File: src/rtl/tsn_bufid_pkg.sv
// tsn_bufid_pkg: shared bufid width, dispatch FSM encodings and rotating priority-encoder helper.
package tsn_bufid_pkg;
  localparam int BUFID_W = 9;
  typedef enum logic [1:0] {IDLE = 2'b00, LOAD = 2'b01} state_t;
  // Returns {valid, index} of the first set request at or after ptr, wrapping modulo n (n <= 16).
  function automatic logic [4:0] rr_pick(input logic [15:0] req, input logic [3:0] ptr, input int n);
    logic [4:0] r;
    r = '0;
    for (int k = 15; k >= 0; k--)
      if (k < n && req[(int'(ptr) + k) % n]) r = {1'b1, 4'((int'(ptr) + k) % n)};
    return r;
  endfunction
endpackage

File: src/rtl/rr_arbiter.sv
// rr_arbiter: combinational round-robin arbiter, grants the first request at or after i_ptr.
module rr_arbiter
  import tsn_bufid_pkg::*;
#(
  parameter int N  = 8,
  parameter int IW = N > 1 ? $clog2(N) : 1
) (
  input  logic [N-1:0]  i_req,
  input  logic [IW-1:0] i_ptr,
  output logic          o_gnt_vld,
  output logic [IW-1:0] o_gnt_idx
);
  logic [4:0] w_pick;
  assign w_pick    = rr_pick(16'(i_req), 4'(i_ptr), N);
  assign o_gnt_vld = w_pick[4];
  assign o_gnt_idx = IW'(w_pick[3:0]);
endmodule

File: src/rtl/pkt_bufid_dispatch.sv
// pkt_bufid_dispatch: prefetches one free bufid per input port and refills empty slots round-robin.
// Optional per-port grant counters are built when BUFID_DISPATCH_STAT_EN is defined.
module pkt_bufid_dispatch #(
  parameter int PORT_NUM = 8,
  parameter int BUFID_W  = tsn_bufid_pkg::BUFID_W
) (
  input  logic                          clk_sys,
  input  logic                          reset,
  input  logic                          i_free_bufid_empty,
  input  logic [BUFID_W-1:0]            iv_free_bufid,
  output logic                          o_free_bufid_rd,
  input  logic [8:0]                    iv_free_bufid_fifo_rdusedw,
  input  logic [8:0]                    iv_reserve_threshold,
  input  logic [PORT_NUM-1:0]           iv_port_en,
  input  logic [PORT_NUM-1:0]           iv_priority_mask,
  output logic [PORT_NUM-1:0]           ov_pkt_bufid_wr,
  output logic [PORT_NUM*BUFID_W-1:0]   ov_pkt_bufid,
  input  logic [PORT_NUM-1:0]           iv_pkt_bufid_ack,
  output logic [1:0]                    ov_dispatch_state,
  output logic [PORT_NUM*16-1:0]        ov_grant_cnt
);
  import tsn_bufid_pkg::*;
  localparam int IW = PORT_NUM > 1 ? $clog2(PORT_NUM) : 1;
  state_t              r_state, w_next;
  logic [PORT_NUM-1:0] r_slot_full, w_elig, w_ack;
  logic [BUFID_W-1:0]  r_slot_id [PORT_NUM];
  logic [IW-1:0]       r_ptr, r_grant, w_gnt_idx;
  logic                w_gnt_vld, w_above, w_start;
  assign w_above         = iv_free_bufid_fifo_rdusedw >= iv_reserve_threshold;
  assign w_elig          = ~r_slot_full & iv_port_en & ({PORT_NUM{w_above}} | iv_priority_mask);
  assign ov_pkt_bufid_wr = r_slot_full & iv_port_en;
  assign w_ack           = iv_pkt_bufid_ack & ov_pkt_bufid_wr;
  assign w_start         = w_gnt_vld & ~i_free_bufid_empty;
  assign ov_dispatch_state = r_state;
  rr_arbiter #(.N(PORT_NUM), .IW(IW)) u_arb (
    .i_req     (w_elig),
    .i_ptr     (r_ptr),
    .o_gnt_vld (w_gnt_vld),
    .o_gnt_idx (w_gnt_idx)
  );
  always_ff @(posedge clk_sys or posedge reset)
    if (reset) r_state <= IDLE;
    else r_state <= w_next;
  always_comb
    w_next = (r_state == IDLE && w_start) ? LOAD : IDLE;
  // The read strobe is combinational so the FIFO data lands exactly in the LOAD cycle.
  always_comb
    o_free_bufid_rd = r_state == IDLE && w_start && !reset;
  always_ff @(posedge clk_sys or posedge reset)
    if (reset) begin
      r_slot_full <= '0;
      r_ptr       <= '0;
      r_grant     <= '0;
    end else begin
      if (r_state == IDLE && w_start) r_grant <= w_gnt_idx;
      if (r_state == LOAD) r_ptr <= (int'(r_grant) == PORT_NUM - 1) ? '0 : r_grant + 1'b1;
      r_slot_full <= (r_slot_full & ~w_ack) | (r_state == LOAD ? PORT_NUM'(1) << r_grant : '0);
    end
  always_ff @(posedge clk_sys or posedge reset)
    if (reset) begin
      for (int p = 0; p < PORT_NUM; p++) r_slot_id[p] <= '0;
    end else if (r_state == LOAD) begin
      r_slot_id[r_grant] <= iv_free_bufid;
    end
  for (genvar g = 0; g < PORT_NUM; g++) begin : g_bus
    assign ov_pkt_bufid[g*BUFID_W +: BUFID_W] = r_slot_id[g];
  end
`ifdef BUFID_DISPATCH_STAT_EN
  logic [15:0] r_grant_cnt [PORT_NUM];
  always_ff @(posedge clk_sys or posedge reset)
    if (reset) begin
      for (int p = 0; p < PORT_NUM; p++) r_grant_cnt[p] <= '0;
    end else if (r_state == LOAD) begin
      r_grant_cnt[r_grant] <= r_grant_cnt[r_grant] + 16'd1;
    end
  for (genvar g = 0; g < PORT_NUM; g++) begin : g_cnt
    assign ov_grant_cnt[g*16 +: 16] = r_grant_cnt[g];
  end
`else
  assign ov_grant_cnt = '0;
`endif
endmodule
File: config.mk
export PLATFORM = sky130hd
export DESIGN_NAME = pkt_bufid_dispatch
export DESIGN_NICKNAME = d
export VERILOG_FILES = /design/src/rtl/tsn_bufid_pkg.sv /design/src/rtl/rr_arbiter.sv /design/src/rtl/pkt_bufid_dispatch.sv
export SDC_FILE = /design/constraint.sdc
export NUM_CORES = 1
export LEC_CHECK = 0
export CORE_ASPECT_RATIO = 0.6
export CORE_MARGIN = 5
export CORE_UTILIZATION = 43
export CTS_BUF_LIST = sky130_fd_sc_hd__clkbuf_8
export CTS_CLUSTER_DIAMETER = 200
export DETAILED_ROUTE_END_ITERATION = 10
export PLACE_DENSITY_LB_ADDON = 0.12
export SETUP_SLACK_MARGIN = 0.05
export SKIP_CTS_REPAIR_TIMING = 1
export SYNTH_ARGS = -nofsm -noshare
export SYNTH_HDL_FRONTEND = slang
export SYNTH_SLANG_ARGS = --single-unit
File: constraint.sdc
create_clock -name clk_sys -period 4.22 [get_ports clk_sys]
set_clock_uncertainty 0.05 [all_clocks]
set_input_delay 0.633 -clock clk_sys [delete_from_list [all_inputs] [get_ports clk_sys]]
set_output_delay 0.633 -clock clk_sys [all_outputs]
set_load 0.01 [all_outputs]
Word-level counts from Yosys, hierarchy flattened
Index checks and enable logic that the tools add are counted.
{ "word_totals": {"regBits": 88, "latchBits": 0, "ram_bits": 0, "rom_bits": 0, "inputBits": 54, "output_inout_bits": 211, "n_memories": 0} }
{ "op_classes": {"add_sub_neg": 8, "multipliers": 0, "n_div": 0, "magnitude_cmp": 11, "eq_ne": 2, "shift": 1, "n_mux": 37, "bitwise_logic": 19, "n_reduce_logical": 12} }
{ "ops": {"columns": ["cell", "count"], "rows": [
  ["72-bit bitwise mux", 1],
  ["4-bit by 6-bit < comparator with 1-bit output (second input constant)", 7],
  ["8-bit AND", 5],
  ["5-bit 2-to-1 mux", 8],
  ["1-bit binary-select mux with 4-bit select", 7],
  ["9-bit demux with 3-bit select", 1],
  ["3-bit OR reduction", 7],
  ["1-bit 2-to-1 mux", 16],
  ["8-bit NOT", 2],
  ["8-bit OR", 2],
  ["3-bit adder (second input constant)", 4],
  ["9-bit >= comparator", 1],
  ["9-bit 2-to-1 mux", 1],
  ["8-bit 2-to-1 mux", 1],
  ["1-bit by 3-bit << shifter with 8-bit output (first input constant)", 1],
  ["1-bit AND (first input constant)", 7],
  ["3-bit by 1-bit adder with 3-bit output (second input constant)", 2],
  ["3-bit by 2-bit adder with 3-bit output (second input constant)", 2],
  ["3-bit by 5-bit < comparator with 1-bit output (second input constant)", 1],
  ["4-bit >= comparator (second input constant)", 1],
  ["4-bit by 1-bit < comparator with 1-bit output (second input constant)", 1],
  ["3-bit NOT with 4-bit output", 1],
  ["1-bit binary-select mux with 3-bit select", 1],
  ["3-bit by 1-bit == test with 1-bit output (second input constant)", 1],
  ["7 further kinds", 9]
]} }

Depth between registers and ports, before layout
Gate-level depths: netlist (run 1).
{ "logic_depth": {"depth_word": 17, "depth_mapped": 13, "ltp_nobuf": 12} }

By module
Synthesis (run 1) repeated with hierarchy kept, for this count alone.
{ "unflattened": {"hier_cells": 496, "hier_area_um2": 5691.7} }
{ "modules_own_cells": {"columns": ["module", "instances", "cells_each", "area_per_inst_um2"], "rows": [
  ["pkt_bufid_dispatch", 1, 410, 4857.2],
  ["rr_arbiter", 1, 86, 834.6]
]} }

Worst setup path after synthesis (run 1)
OpenSTA, ideal clock, no wires.
{ "synth_path": {"path_kind": "input to output", "startpoint": "input iv_reserve_threshold[8]", "endpoint": "output o_free_bufid_rd", "arrival_time_ps": 2933, "required_time_ps": 3537, "setup_slack_ps": 604, "cell_stages": 11, "path_buffers": 0, "path_cell_list": "inv_1 > ha_1 > a21oi_2 > o21ai_2 > a211o_1 > a41o_4 > a2111oi_4 > a31oi_2 > nor3b_2 > a311oi_4 > and2_1"} }
{ "synth_between": {"elab_chain_cells": 17, "elab_cells_between_ends": 37} }
{ "synth_lines": {"columns": ["element", "line_no", "rtl"], "rows": [
  ["start, declared", "pkt_bufid_dispatch.sv:13", "input logic [8:0] iv_reserve_threshold,"],
  ["9-bit >= comparator (*)", "pkt_bufid_dispatch.sv:29", "assign w_above = iv_free_bufid_fifo_rdusedw >= iv_reserve_threshold;"],
  ["8-bit OR (*)", "pkt_bufid_dispatch.sv:30", "assign w_elig = ~r_slot_full & iv_port_en & ({PORT_NUM{w_above}} | iv_priority_mask);"],
  ["8-bit AND (*)", "pkt_bufid_dispatch.sv:30", null],
  ["1-bit binary-select mux with 4-bit select", "tsn_bufid_pkg.sv:10", "if (k < n && req[(int'(ptr) + k) % n]) r = {1'b1, 4'((int'(ptr) + k) % n)};"],
  ["1-bit 2-to-1 mux (implied by the code) (2 in a row)", "tsn_bufid_pkg.sv:10", null],
  ["5-bit 2-to-1 mux (7 in a row)", "tsn_bufid_pkg.sv:10", null],
  ["5-bit 2-to-1 mux (*)", "tsn_bufid_pkg.sv:10", null],
  ["1-bit AND (*)", "pkt_bufid_dispatch.sv:33", "assign w_start = w_gnt_vld & ~i_free_bufid_empty;"],
  ["1-bit logical AND (*) (2 in a row)", "pkt_bufid_dispatch.sv:48", "o_free_bufid_rd = r_state == IDLE && w_start && !reset;"],
  ["end, declared", "pkt_bufid_dispatch.sv:11", "output logic o_free_bufid_rd,"]
]} }
Mark *: on every way between the ends. The rest lies on a longest branch, timed or not. The select of a mux whose other input is x is not followed.

Worst setup path in the final report (run 1)
{ "layout_path": {"startpoint": "input iv_free_bufid_fifo_rdusedw[2]", "endpoint": "output o_free_bufid_rd"} }
{ "layout_between": {"elab_chain_cells": 17, "elab_cells_between_ends": 37} }
{ "layout_lines": {"columns": ["element", "line_no", "rtl"], "rows": [
  ["start, declared", "pkt_bufid_dispatch.sv:12", "input logic [8:0] iv_free_bufid_fifo_rdusedw,"],
  ["9-bit >= comparator (*)", "pkt_bufid_dispatch.sv:29", null],
  ["8-bit OR (*)", "pkt_bufid_dispatch.sv:30", null],
  ["8-bit AND (*)", "pkt_bufid_dispatch.sv:30", null],
  ["1-bit binary-select mux with 4-bit select", "tsn_bufid_pkg.sv:10", null],
  ["1-bit 2-to-1 mux (implied by the code) (2 in a row)", "tsn_bufid_pkg.sv:10", null],
  ["5-bit 2-to-1 mux (7 in a row)", "tsn_bufid_pkg.sv:10", null],
  ["5-bit 2-to-1 mux (*)", "tsn_bufid_pkg.sv:10", null],
  ["1-bit AND (*)", "pkt_bufid_dispatch.sv:33", null],
  ["1-bit logical AND (*) (2 in a row)", "pkt_bufid_dispatch.sv:48", null]
]} }
Marked as above.

==> results.md, run 1 <==
- Async set-reset flop share out of synthesis: 1.000
- Worst relative slew slack: 0.2544
- Unrepaired setup endpoints after global routing: no
- Longest Clk Path Bufs: 2
- Chip width: approximately 160 um
- Fin util: 0.6006
- First-pass DRT Iterations: 4
- Initial antenna violation count: 1
- Die span in y: roughly 100 um
- Setup-failing EPs final: 0
- CP Depth: 15
- Total grt overflow: 0
- Post-detailed-placement half-perimeter wirelength: 13.31 mm
- VDD IR max: 0.0003716 V
- Area of the mapped netlist: around 0.0058 mm2
- Crit path max-delay cell type: nor3b_4
- Drt drc: 0
- Initial DRC count: ~280
- Routed wire per std cell: 18.72 um
- Critical path launch point type: primary input
- Core area: 0.01305 mm2
- Critical path required time: between 3 and 4 ns
- Synthesis Warnings: 0
- Commonest non-fill, non-tap cells in the layout: conb_1 (129), clkdlybuf4s50_1 (116), dfrtp_1 (87), mux2_2 (74), buf_4 (65)
- Largest net degree at the start of global routing: slightly above 80
- Max-cap violations: 0
- Layout Nets: 820
- Die Area: roughly 0.016 mm2
- Clock transition at the registers of the reported paths: about 0.09 ns
- Final min period: 3.997 ns
- Buf+Inv Stages, Crit Path: 5
- CP max FO: 5
- Final Cycle Share: 0.9471
- Port bufs: 135
- P per Cell Area: between 700 and 800 mW/mm2
- Synthesized flop and latch total: 87
- Status: finished clean
- Cell Chain, Critical Path: dlymetal6s2s_1 -> ha_4 -> a21oi_2 -> o21ai_2 -> buf_4 -> a21oi_4 -> buf_4 -> a211oi_1 -> buf_4 -> a211oi_4 -> a2bb2oi_2 -> nor3b_4 -> a311oi_4 -> and2_1 -> buf_2
- Total CTS buffers: 9
- Register-to-Register Path Depth: 10
- Critical path's largest stage delay: roughly 0.29 ns
- GRT Total Usage: 0.1989
- Post-synth EDFFs: 0
- TritonCTS clock tree: done
- Clock tree root buffer cell: clkbuf_8
- CTS HTree Levels: 3
- Worst Hold Class: in -> async
- Critical Path Most Common Cell: buf_4
- Sequential area share after synthesis: 0.3747
- FILL cells: approximately 1100
- Cells after synthesis: between 500 and 600
- Syn Area/Cell: approximately 11 um2
- # rows: 32
- Number of global-route vias before repair: 4287
- Crit path DAT: ~3.3 ns
- # IOs: around 270
- Via count: around 4500
- Leak Pwr: 0.003630 uW
- Share of cells above drive strength 1: 0.2997
- First-pass GRT wire length: roughly 25 mm
- Main synth FF type: dfrtp_1
- Worst skew pair latency: between 0.3 and 0.4 ns
- Layout area overhead: 34.91%
- Distinct cell type count after synthesis: 70
- Clk sinks: 87
- Vias per cell: between 4 and 5
- Tot Pwr: approximately 5600 uW
- Worst-margin pin slew: between 1 and 1.5 ns
- CP Capture Type: primary output
- Worst setup path category: in -> out
- Commonest non-fill, non-tap cell in the layout: conb_1
- Pins over their slew limit: 0
- Antenna viol nets, final: 0
- Hold WS: roughly 0.43 ns
- Final Hold Vio Count: 0
- Placer congestion estimate: 0.9089
- Maximum clock frequency: around 0.25 GHz
- Initial core utilization: 0.4452
- Worst path top cell family by delay: compound AO/OA/AOI/OAI gates
- Routed WL: roughly 17 mm
==> registers in the layout (all words and copies together), names as in the netlist <==
register           flops
ov_pkt_bufid          72
r_slot_full            8
r_grant                3
r_ptr                  3
ov_dispatch_state      1
==> metrics by stage <==
| step | cells | setup TNS (ns) | area [um2] | worst slack, ns |
|---|---|---|---|---|
| floorplan | 676 | 0 | 6291 | 0.6035 |
| global placement | 895 | -0.5652 | 7219 | -0.5652 |
| detailed placement | 895 | -0.6329 | 7219 | -0.6329 |
| CTS | 911 | -0.6492 | 7440 | -0.6492 |
| global route | 925 | 0 | 7839 | 0.08518 |
| finish | 925 | 0 | 7839 | 0.2232 |
==> cell usage after synthesis (2+ instances only) <==
master	count	share of area
or3_1	2	0.0022
a22o_1	2	0.0030
mux4_2	2	0.0078
buf_6	6	0.012
nor2_1	22	0.014
a211oi_1	7	0.0090
xnor2_1	2	0.0030
a311oi_4	2	0.0090
a32o_1	6	0.010
nor2_2	2	0.0022
o31ai_1	6	0.0078
a21oi_2	4	0.0060
o21ai_2	2	0.0030
nor3_1	11	0.0095
mux2_2	74	0.14
a21oi_1	13	0.011
o21ai_1	2	0.0017
a31oi_1	4	0.0043
nor3b_1	2	0.0026
o221ai_1	2	0.0030
xor2_1	2	0.0030
buf_2	2	0.0017
inv_1	22	0.014
and2_1	11	0.012
o21ai_0	11	0.0095
clkbuf_1	6	0.0039
dfrtp_1	87	0.37
a32oi_1	2	0.0030
nor2b_1	3	0.0032
a21o_1	3	0.0039
nand2b_1	6	0.0065
buf_4	130	0.17
ha_1	17	0.037
a22oi_1	4	0.0052
nand2_1	21	0.014
mux2i_1	3	0.0052
a221oi_1	2	0.0030
o21a_1	3	0.0039
o22ai_1	5	0.0054
nand4_1	5	0.0054
==> layer usage <==
| layer | global-route usage | wire [um] | vias up | part of all wire |
|---|---|---|---|---|
| met3 | 0.07017 | 1525 | 16 | 0.088 |
| met2 | 0.2898 | 7578 | 210 | 0.44 |
| met4 | 0.02644 | 170 | 0 | 0.0098 |
| met1 | 0.2921 | 8039 | 2234 | 0.46 |
| met5 | 0 | 0 | - | 0 |
| li1 | - | - | 2069 | - |
==> cell type report <==
cell class,instances,area [um2],area share
multi-input combinational,422,3183,0.4061
clock inverter,7,96.34,0.01229
clock buffer,9,123.9,0.01580
sequential,87,2177,0.2777
timing repair buffer,206,1956,0.2495
tap,170,212.7,0.02713
inverter,23,87.58,0.01117
antenna,1,2.502,0.0003192
==> power by group <==
part | switching (uW) | total [uW] | leakage, uW | internal [uW]
Sequential | 294 | 1540 | 0.00105 | 1240
Clock | 308 | 642 | 0.000102 | 334
Combinational | 1630 | 3430 | 0.00248 | 1800
Total | 2230 | 5610 | 0.00363 | 3380
==> cells by family after synthesis <==
family,share of synthesized area
flops,0.3747
buf+inv,0.2024
fa+ha+maj,0.03661
xor+xnor,0.006030
other cells,0.0006454
simple gates,0.08420
mux,0.1587
compound gates,0.1367
==> path summary, 6_finish.rpt <==
| check | from | end | slack (ns) |
|---|---|---|---|
| worst max-delay path | iv_free_bufid_fifo_rdusedw[2] | o_free_bufid_rd | 0.22 |
| worst min-delay path | reset | ov_pkt_bufid[4] | 0.43 |
| worst max register to register | r_ptr[0] | r_grant[2] | 1.16 |
| worst min register to register | r_slot_full[6] | r_slot_full[6] | 0.45 |
| max in group asynchronous | reset | ov_pkt_bufid[60] | 2.47 |
| min in group clk_sys | r_slot_full[6] | r_slot_full[6] | 0.45 |
Note: power is estimated with default switching activity, not from simulation.
==> inputs of run 2 (changes only) <==
Settings changed: CORE_ASPECT_RATIO 0.6 to 1.4.
==> run 2 against run 1 <==
- clock power shrank 11%
- sequential cell count is the same
- via count shrank 3.9%
- largest cell class unchanged
- combinational power shrank 5%
- register-to-register slack gained 0.18 ns
- critical path type unchanged
- count of clock-buffer cells in the layout is the same
- largest power group unchanged
- final cell count shrank 1.7%
- power shrank 4.7%
==> results.md, run 2 (same netlist as run 1, synthesis figures left out) <==
- Port bufs: between 100 and 150
- Initial antenna violation count: 1
- Fin area: 0.007570 mm2
- Internal Pwr Total: between 3000 and 4000 uW
- Initial core utilization: 0.4361
- Final Hold Vio Count: 0
- Worst Hold Class: reg -> reg
- Tot Pwr: around 5300 uW
- Largest net degree at the start of global routing: 74
- Die Area: approximately 0.016 mm2
- Post-detailed-placement half-perimeter wirelength: 12.20 mm
- Buf+Inv Stages, Crit Path: 4
- Max-cap violations: 0
- CP Capture Type: primary output
- Clk sinks: between 80 and 90
- Unrepaired setup endpoints after global routing: no
- Placer congestion estimate: 0.8953
- Clock Power Share: 0.107
- First-pass DRT Iterations: 4
- Commonest non-fill, non-tap cells in the layout: conb_1 (129), clkdlybuf4s50_1 (119), dfrtp_1 (87), mux2_2 (74), buf_4 (43)
- Chip width: around 110 um
- Layout area overhead: 30.28%
- TritonCTS clock tree: done
- Register area: roughly 0.0022 mm2
- CP max FO: 8
- Leak Pwr: about 0.0035 uW
- Total CTS buffers: 9
- Routed wire per std cell: approximately 17 um
- Number of global-route vias before repair: between 4000 and 5000
- Crit path max-delay cell type: mux4_2
- Via count: around 4400
- # rows: 50
- Worst skew pair latency: about 0.36 ns
- Max FFs per register: 72
- First-pass GRT wire length: between 20 and 25 mm
- Critical path's largest stage delay: about 0.51 ns
- Core area: roughly 0.013 mm2
- # IOs: 265
- Clock tree root buffer cell: clkbuf_8
- Switching pwr: around 2100 uW
- Drt drc: 0
- Share of cells above drive strength 1: 0.2700
- Sw Share: 0.3941
- Maximum clock frequency: between 0.2 and 0.25 GHz
- Routed WL: 15.76 mm
- Part of the power in registers: 0.285
- Commonest non-fill, non-tap cell in the layout: conb_1
- CTS HTree Levels: 3
- Critical path launch point type: primary input
- Total grt overflow: 0
- Pins over their slew limit: 0
- Setup-failing EPs final: 0
- Initial DRC count: between 150 and 200
- Die span in y: ~150 um
- Comb power frac: 0.609
- Clock transition at the registers of the reported paths: about 0.080 ns
- Status: finished clean
- Longest Clk Path Bufs: 2
- Final min period: a little over 4 ns
- Layout Nets: approximately 790
- Antenna viol nets, final: 0
- P per Cell Area: around 700 mW/mm2
- FILL cells: 1213
- Worst-margin pin slew: 0.9933 ns
- GRT Total Usage: 0.1912
- Critical path required time: about 3.5 ns
- Final Cycle Share: 0.9624
- Crit path DAT: between 3 and 4 ns
- Worst path top cell family by delay: buffers and inverters
- VDD IR max: 0.0004130 V
- Cell Chain, Critical Path: clkdlybuf4s50_1 -> inv_1 -> ha_4 -> nand2_2 -> nor2_4 -> a21oi_4 -> buf_6 -> a21o_1 -> mux4_2 -> and4_4 -> a311oi_4 -> and2_1 -> buf_2
- Footprint of the multi-input gates: between 0.003 and 0.004 mm2
- Worst relative slew slack: 0.3342
- Worst setup path category: in -> out
- Vias per cell: 4.790
- Placed cell area: approximately 0.007 mm2
run 2: final cells by class:
class                      instances  area share
multi-input combinational        421      0.4177
sequential                        87      0.2876
timing repair buffer             179      0.2269
tap                              182     0.03008
clock buffer                       9     0.01636
inverter                          23     0.01157
clock inverter                     7    0.009421
antenna                            1   0.0003306
run 2: metrics by stage:
stage / utilization / hold slack (ns) / cells / setup TNS (ns) / setup WS, ns
final: 0.5681 / 0.4596 / 909 / 0 / 0.1588
after global routing: 0.5681 / 0.4709 / 909 / 0 / 0.07624
after CTS: 0.5470 / 0.4536 / 903 / -0.4604 / -0.4604
after detailed placement: 0.5324 / 0.4419 / 887 / -0.4449 / -0.4449
after global placement: 0.5324 / 0.4362 / 887 / -0.4499 / -0.4499
after floorplan: - / 0.4188 / 676 / 0 / 0.6035
run 2: final timing paths:
path / startpoint / to / slack (ns) / cells after the start
setup / recovery: iv_reserve_threshold[3] / o_free_bufid_rd / 0.16 / 13
hold / removal: ov_pkt_bufid[68] / ov_pkt_bufid[68] / 0.46 / 1
setup reg to reg: r_ptr[0] / r_grant[2] / 1.34 / 10
hold reg to reg: ov_pkt_bufid[68] / ov_pkt_bufid[68] / 0.46 / 1
max in group asynchronous: reset / r_ptr[0] / 2.44 / 3
min in group asynchronous: reset / ov_pkt_bufid[4] / 0.48 / 2
run 2: power groups by stage:
stage | clock network (uW) | logic (uW) | registers, uW
final | 570 | 3260 | 1520
after global routing | 641 | 3500 | 1580
after CTS | 597 | 3160 | 1530
after detailed placement | 0 | 3140 | 1540
after global placement | 0 | 3110 | 1510
after floorplan | 0 | 1700 | 1630
run 2: layer usage:
metal	vias up	routed length, um	global-route usage
met5	-	0	0
met4	0	410	0.06570
met3	22	1401	0.07077
met2	165	8474	0.3518
met1	2149	5476	0.1960
li1	2018	-	-
==> inputs of run 3 (changes only) <==
Settings changed: REMOVE_ABC_BUFFERS from default to 1.
==> run 3 against run 2 <==
- sequential cell count is the same
- final cell count is 0.88% higher
- hold slack is essentially flat
- non-clock buffer count up 10
- critical path depth grew 1
- power grew 4.9%
- combinational power increased by 6%
- critical path type unchanged
- via count is 1.6% higher
- routed wire length up 3.6%
- largest cell class unchanged
==> results.md, run 3 (same netlist as run 1, synthesis figures left out) <==
- Clock tree root buffer cell: clkbuf_8
- Critical path required time: between 3 and 4 ns
- Hold wc startpoint: ov_pkt_bufid[67]
- Via count: between 4000 and 5000
- Post-detailed-placement half-perimeter wirelength: approximately 13 mm
- Clock transition at the registers of the reported paths: 0.09 ns
- Routed WL: between 15 and 20 mm
- Routed wire per std cell: ~18 um
- Worst Hold Class: reg -> reg
- # rows: 50
- Total grt overflow: 0
- Chip width: about 110 um
- Hold Path Sink: ov_pkt_bufid[67]
- Die span in y: 147.5 um
- Commonest non-fill, non-tap cells in the layout: conb_1 (129), clkdlybuf4s50_1 (121), dfrtp_1 (87), mux2_2 (74), buf_4 (52)
- Placer congestion estimate: approximately 0.9
- Clk sinks: 87
- Max-cap violations: 0
- Final Hold Vio Count: 0
- Sum Neg Setup Slack: 0 ns
- Setup-failing EPs final: 0
- Longest Clk Path Bufs: 2
- Layout Nets: roughly 800
- Vias per cell: roughly 4.8
- Die Area: about 0.016 mm2
- Initial antenna violation count: 0
- Number of global-route vias before repair: about 4600
- # IOs: between 200 and 300
- Maximum clock frequency: 0.2418 GHz
- FF-to-FF Start: r_ptr[0]
- Hold path cells: 1
- TritonCTS clock tree: done
- Status: finished clean
- Worst relative slew slack: 0.2967
- Port bufs: approximately 140
- Final Cycle Share: 0.9801
- VDD IR max: approximately 0.00039 V
- Pins over their slew limit: 0
- Reg2reg end: r_grant[2]
- DP Worst Slack: -0.5246 ns
- Leak Pwr: roughly 0.0035 uW
- P per Cell Area: roughly 730 mW/mm2
- Commonest non-fill, non-tap cell in the layout: conb_1
- Core area: between 0.01 and 0.015 mm2
- First-pass GRT wire length: about 25 mm
- Antenna viol nets, final: 0
- CP Capture Type: primary output
- Final min period: 4.136 ns
- Drt drc: 0
- Worst-margin pin slew: around 1.0 ns
- Reg2Reg Setup Slack: ~1.3 ns
- First-pass DRT Iterations: 4
- Final Non-Filler Cells: about 920
- CP max FO: 2
- Initial DRC count: about 210
- Critical path launch point type: primary input
- Crit path DAT: ~3.5 ns
- Max FFs per register: 72
- Layout area overhead: 33.14%
- Worst skew pair latency: about 0.35 ns
- Register-to-Register Path Depth: 11
- Final setup margin: roughly 0.084 ns
- Total CTS buffers: 9
- Worst setup path category: in -> out
- Placed Cells incl. Taps: 892
- Share of cells above drive strength 1: 0.2884
- Initial core utilization: 0.4361
- CTS HTree Levels: 3
- GRT Total Usage: 0.1929
- # diodes: 0
- FILL cells: 1186
- Largest net degree at the start of global routing: 51
- Unrepaired setup endpoints after global routing: no
[run 3: cell types whose count changed in the layout (fill, tap and decap cells not counted), sizes merged]
| cell | delta |
|---|---|
| buf | +10 |
| clkdlybuf4s50 | +2 |
| inv | -1 |
| clkinv | -1 |
| diode | -1 |
| bufinv | +1 |
| dlymetal6s2s | -2 |
[run 3: final cells by class]
| class | count | area [um2] | area share |
|---|---|---|---|
| clock buffers | 9 | 123.9 | 0.01601 |
| clock inverters | 6 | 92.59 | 0.01197 |
| inverters | 23 | 87.58 | 0.01132 |
| multi-input cells | 421 | 3229 | 0.4174 |
| flip-flops and latches | 87 | 2177 | 0.2814 |
| well taps | 182 | 227.7 | 0.02944 |
| repair buffers | 189 | 1798 | 0.2324 |
[run 3: routing by layer]
metal | vias up | part of all wire | routed length, um | GRT usage
met2 | 158 | 0.55 | 9020 | 0.3621
met3 | 23 | 0.072 | 1182 | 0.05985
li1 | 2032 | - | - | -
met5 | - | 0 | 0 | 0
met4 | 0 | 0.016 | 268 | 0.05306
met1 | 2211 | 0.36 | 5854 | 0.2045
[run 3: report_power, final]
part           internal, uW  switching (uW)
sequential             1240             279
combinational          1840            1610
clock                   334             307
total                  3420            2190
[run 3: per-stage QoR]
stage	power (uW)	util	cell area [um2]	hold WS, ns
floorplan	3163	-	5201	0.4188
finish	5610	0.5806	7736	0.4598
detailed placement	4709	0.5352	7132	0.4428
global route	5969	0.5806	7736	0.4720
global placement	4666	0.5352	7132	0.4380
CTS	5380	0.5515	7348	0.4653
[run 3: critical path, stage by stage]
cell and delay (ns):
clkdlybuf4s50_1 0.52, ha_4 0.23, a21oi_4 0.15, nor2_2 0.07
buf_4 0.13, a21o_1 0.17, o31a_1 0.31, buf_4 0.16
a21o_1 0.19, a22oi_2 0.22, and4_4 0.27, a311oi_4 0.10
and2_4 0.18, buf_6 0.11
[run 3: worst max path at each step]
stage                                        startpoint         endpoint
after detailed placement        iv_reserve_threshold[8]  o_free_bufid_rd
after CTS                       iv_reserve_threshold[8]  o_free_bufid_rd
after global routing      iv_free_bufid_fifo_rdusedw[4]  o_free_bufid_rd
after global placement          iv_reserve_threshold[8]  o_free_bufid_rd
after floorplan                 iv_reserve_threshold[2]  o_free_bufid_rd
final                     iv_free_bufid_fifo_rdusedw[4]  o_free_bufid_rd
